==> src/rtl/spi_mstr.sv <==
// rtl/spi_mstr.sv - 16-bit mode-0 SPI master with five decoded active-low selects
// Optional: define SPI_MISO_SYNC_EN to pass MISO through a 2-flop synchronizer.
module spi_mstr #(
    parameter int SCLK_DIV = 32
) (
    input  logic        clk,
    input  logic        rst_n,
    input  logic        wrt_SPI,
    input  logic [15:0] SPI_data,
    input  logic [2:0]  ss,
    input  logic        MISO,
    output logic        SCLK,
    output logic        MOSI,
    output logic [4:0]  SS_n,
    output logic        SPI_done,
    output logic [15:0] rx_data
);

    localparam int CW = $clog2(SCLK_DIV);
    localparam logic [CW-1:0] HALF_M1 = CW'(SCLK_DIV / 2 - 1);
    localparam logic [CW-1:0] FULL_M1 = CW'(SCLK_DIV - 1);
    localparam logic [CW-1:0] CNT_ONE = CW'(1);

    typedef enum logic [2:0] {IDLE, FRONT, SHIFT, BACK, DONE} state_t;

    state_t        state;
    logic [CW-1:0] cnt;
    logic [3:0]    bit_cnt;
    logic [15:0]   tx_shift;
    logic [15:0]   rx_shift;
    logic [2:0]    ss_reg;
    logic          miso_s;
    logic          sample_en;

    // Codes 5..7 shift the one-hot out of the low five bits, leaving every select deasserted.
    function automatic logic [4:0] ss_decode(input logic [2:0] code);
        logic [7:0] onehot;
        onehot = 8'b1 << code;
        return ~onehot[4:0];
    endfunction

`ifdef SPI_MISO_SYNC_EN
    logic [1:0] miso_ff;

    always_ff @(posedge clk or negedge rst_n) begin
        if (!rst_n) begin
            miso_ff <= 2'b00;
        end else begin
            miso_ff <= {miso_ff[0], MISO};
        end
    end

    assign miso_s    = miso_ff[1];
    // Two clocks into the high phase the synchronizer holds the value present at the rise.
    assign sample_en = (state == SHIFT) && SCLK && (cnt == CNT_ONE);
`else
    assign miso_s    = MISO;
    assign sample_en = ((state == FRONT) && (cnt == HALF_M1)) ||
                       ((state == SHIFT) && (cnt == FULL_M1) && (bit_cnt != 4'd0));
`endif

    always_ff @(posedge clk or negedge rst_n) begin
        if (!rst_n) begin
            rx_shift <= 16'h0000;
        end else if (sample_en) begin
            rx_shift <= {rx_shift[14:0], miso_s};
        end
    end

    always_ff @(posedge clk or negedge rst_n) begin
        if (!rst_n) begin
            state    <= IDLE;
            cnt      <= '0;
            bit_cnt  <= 4'd0;
            tx_shift <= 16'h0000;
            ss_reg   <= 3'd0;
            SCLK     <= 1'b0;
            MOSI     <= 1'b0;
            SS_n     <= 5'h1f;
            SPI_done <= 1'b0;
            rx_data  <= 16'h0000;
        end else begin
            SPI_done <= 1'b0;
            case (state)
                IDLE: begin
                    if (wrt_SPI) begin
                        tx_shift <= SPI_data;
                        ss_reg   <= ss;
                        SS_n     <= ss_decode(ss);
                        MOSI     <= SPI_data[15];
                        cnt      <= '0;
                        bit_cnt  <= 4'd0;
                        state    <= FRONT;
                    end
                end
                FRONT: begin
                    SS_n <= ss_decode(ss_reg);
                    if (cnt == HALF_M1) begin
                        cnt     <= '0;
                        SCLK    <= 1'b1;
                        bit_cnt <= bit_cnt + 4'd1;
                        state   <= SHIFT;
                    end else begin
                        cnt <= cnt + CNT_ONE;
                    end
                end
                SHIFT: begin
                    SS_n <= ss_decode(ss_reg);
                    if (cnt == HALF_M1) begin
                        SCLK     <= 1'b0;
                        tx_shift <= {tx_shift[14:0], 1'b0};
                        MOSI     <= tx_shift[14];
                        cnt      <= cnt + CNT_ONE;
                    end else if (cnt == FULL_M1) begin
                        cnt <= '0;
                        // bit_cnt wraps to zero only after the 16th rise, so the last low phase is complete.
                        if (bit_cnt == 4'd0) begin
                            state <= BACK;
                        end else begin
                            SCLK    <= 1'b1;
                            bit_cnt <= bit_cnt + 4'd1;
                        end
                    end else begin
                        cnt <= cnt + CNT_ONE;
                    end
                end
                BACK: begin
                    if (cnt == HALF_M1) begin
                        cnt      <= '0;
                        SS_n     <= 5'h1f;
                        SPI_done <= 1'b1;
                        rx_data  <= rx_shift;
                        MOSI     <= 1'b0;
                        state    <= DONE;
                    end else begin
                        cnt <= cnt + CNT_ONE;
                    end
                end
                DONE: begin
                    state <= IDLE;
                end
                default: begin
                    state <= IDLE;
                end
            endcase
        end
    end

endmodule

==> config.mk <==
export PLATFORM = sky130hd
export DESIGN_NAME = spi_mstr
export DESIGN_NICKNAME = d
export VERILOG_FILES = /design/src/rtl/spi_mstr.sv
export SDC_FILE = /design/constraint.sdc
export NUM_CORES = 1
export LEC_CHECK = 0
export CAP_MARGIN = 30
export CORE_MARGIN = 2
export CORE_UTILIZATION = 49
export CTS_CLUSTER_DIAMETER = 80
export DETAILED_ROUTE_END_ITERATION = 6
export GPL_TIMING_DRIVEN = 0
export MAX_ROUTING_LAYER = met4
export PLACE_DENSITY = 0.75
export SYNTH_ARGS = -nofsm -noshare
export SYNTH_HDL_FRONTEND = slang
export SYNTH_SLANG_ARGS = --single-unit
==> constraint.sdc <==
create_clock -name clk -period 2.1 [get_ports clk]
set_input_delay 0.42 -clock clk [delete_from_list [all_inputs] [get_ports clk]]
set_output_delay 0.42 -clock clk [all_outputs]
set_load 0.01 [all_outputs]
==> results_dict.tcl <==
set metrics [dict create \
    status "finished with violations" \
    violations "design-rule violations" \
    ir_drop_mv 0.419 \
    wl_met2_um 3030 \
    first_pass_iters 7 \
    grt_antenna_before_repair 0 \
    place.gp.congestion 0.785 \
    postSynthAreaPerCell_um2 10.7 \
    top_layer "met4" \
    cts_tree "built" \
    drv_slew 0 \
    initialDrtViolationCount 96 \
    wl_met3_um 249 \
    ys_seq_area_share_pct 53.6 \
    maxCapViolations 0 \
    cts_inserted_buffers 9 \
    fmax_ghz 0.484 \
    worst_pin_slew_ps 863 \
    synth-seq-cells 70 \
    synthFlopType "dfrtp_1" \
    ys_warn_count 0 \
    min_path_type "input pin to asynchronous set/reset pin" \
    synth_cell_types 50 \
    setup_slack_ps 33.6 \
    final_net_count 401 \
    path_cells "ha_2 > and3_4 > ha_4 > and2_4 > a32oi_4 > buf_6 > mux2_2" \
    crit_required_ps 2330 \
    largestRegisters "rx_data: 16 flops, rx_shift: 16 flops, tx_shift: 15 flops" \
    layout.cells.non_filler 453 \
    num_rows 29 \
    worstSkewPairLatency_ps 350 \
    overflow 0 \
    critPathMaxFanout 7 \
    grt_usage_pct 19.4 \
    syn_inst 306 \
    clkTransAtPathRegs_ps 80 \
    place_ws_ps -232 \
    route.vias.total 2420 \
    wl_per_cell_um 14.3 \
    timing.critical_path.from_type "register" \
    crit_arrival_ps 2300 \
    area_growth_pct 26.8 \
    die-width_um 85.8 \
    htree_levels 3 \
    grt_max_degree 71 \
    fillCellCount 521 \
    core_area_um2 6420 \
    rsz0062_at_grt "yes" \
    grt_pass1_wl_um 10900 \
    cts.sinks 70 \
    post_drt_via_cell_ratio 5.34 \
    place_inst 429 \
    portBuffers 46 \
    end_kind "register" \
    p_leak_uw 0.00204 \
    p_per_area_nw_per_um2 619 \
    io_pins 47 \
    slew_headroom_pct 42.5 \
    crit_family "flip-flops" \
    clockBufferDepth 2 \
    worst_path_max_delay_cell "dfrtp_1" \
    drc 5 \
    hpwlAfterDp_um 4250 \
    synth_async_sr_flop_share_pct 100 \
    die_h_um 85.8 \
    syn_area_um2 3280 \
    crit_type "register to register" \
    fin_worst_skew_ps 8.93 \
    grt_pass1_vias 2418 \
    drive_above_1_share_pct 21.5 \
    critPathBufInv 1 \
    drt-met1-wl_um 3100 \
    syn_nets 336 \
    dieArea_um2 7360 \
    totalWireLength_um 6500 \
    postRouteAntennaNets 0 \
    fin_crit_ps 2070 \
    hold_viol 0 \
    crit_path_max_incr_delay_ps 390 \
    initial_core_util_pct 51.0 \
    diodes 0 \
    cts-root-buf "clkbuf_8" \
    holdBufCountCts 0 \
    fin_util_pct 64.7 \
    synth_edf_count 0 \
    final.period_utilization_pct 98.4 \
    setup_viol 0 \
]
-- layer usage --
layer,vias to the layer above,global-route usage [%]
li1,1183,-
met3,13,3.95
met2,47,30.4
met1,1177,24.7
met5,-,-
met4,0,8.23
-- final cells by class --
type | count | area, µm² | area share (%)
flip-flops and latches | 70 | 1760 | 42.3
multi-input cells | 206 | 1410 | 33.8
repair buffers | 55 | 537 | 12.9
clock buffers | 11 | 131 | 3.16
plain buffers | 16 | 124 | 2.98
well taps | 77 | 96.3 | 2.32
clock inverters | 5 | 52.6 | 1.26
inverters | 13 | 51.3 | 1.23
-- kinds of logic after synthesis --
group	synth area share, %
and+or+nand+nor	15.2
DFF	53.6
AOI/OAI and AO/OA	10.1
muxes	13.1
buffers and inverters	4.73
adders and majority gates	2.67
xor gates and xnor gates	0.534
-- path summary, 6_finish.rpt --
| path | from | endpoint | slack (ps) | cells after the start |
|---|---|---|---|---|
| max | cnt[1] | rx_shift[3] | 30 | 7 |
| min | rst_n | tx_shift[7] | 190 | 1 |
| max reg2reg | cnt[1] | rx_shift[3] | 30 | 7 |
| min reg2reg | rx_data[11] | rx_data[11] | 480 | 2 |
| max in group asynchronous | rst_n | ss_reg[1] | 1360 | 1 |
| min in group clk | rx_data[11] | rx_data[11] | 480 | 2 |
-- synth_stat cells (all sizes together), types with 4 or more instances --
| library cell | count | area [µm²] |
|---|---|---|
| nand2b | 4 | 25.0 |
| mux2 | 24 | 270 |
| clkbuf | 6 | 22.5 |
| nand2 | 72 | 270 |
| dfstp | 5 | 131 |
| buf | 11 | 83.8 |
| mux2i | 16 | 160 |
| inv | 12 | 45.0 |
| o21ai | 18 | 90.1 |
| ha | 7 | 87.6 |
| dfrtp | 65 | 1630 |
| nor3 | 4 | 25.0 |
| a21oi | 9 | 48.8 |
| nor2 | 8 | 30.0 |
-- where the power goes --
part	switching, µW	internal (µW)	total, µW
clock network	507	543	1050
logic	59.8	67.8	128
registers	16.5	1380	1390
total	583	1990	2570
-- cell usage in the layout, fill, tap and decap left out, types with 2 or more instances in the layout --
master,count
or3_1,3
a22o_1,2
buf_4,12
ha_2,2
nor3b_1,2
mux2i_1,16
nor2_1,7
nand3_1,2
a31oi_1,3
clkdlybuf4s50_1,45
nand2_1,72
buf_6,7
clkbuf_1,4
dfstp_2,5
clkinv_2,3
xnor2_1,2
ha_4,2
a32oi_1,2
nor4_1,2
nor4b_1,3
dfrtp_1,65
o31ai_1,2
inv_1,12
nor3_1,3
nand2b_1,4
ha_1,3
a21oi_1,8
mux2_2,24
buf_2,3
o21ai_0,18
or2_2,2
clkbuf_8,9
-- worst reg2reg max path, cell delays in order (launching register included) --
cell     delay, ps
dfrtp_1        390
ha_2           200
and3_4         180
ha_4           180
and2_4         190
a32oi_4        300
buf_6          180
mux2_2         330
-- stage by stage --
step           total power, µW  TNS [ps]  instance area [µm²]  hold WS [ps]
2_1_floorplan             1460         0                 3300           124
3_3_place_gp              1550   -123440                 3860           455
3_5_place_dp              1550     -5860                 3860           461
4_1_cts                   2600         0                 4100           221
5_1_grt                   2670     -91.1                 4160           265
6_report                  2570         0                 4160           186
-- timing repair --
action                     CTS  global route
setup endpoints to repair   37            36
pin swaps                    1             2
resized for setup           14            11
gates cloned                 1             0
buffers inserted             4             4
No activity file was read; power rests on OpenSTA's default activity.
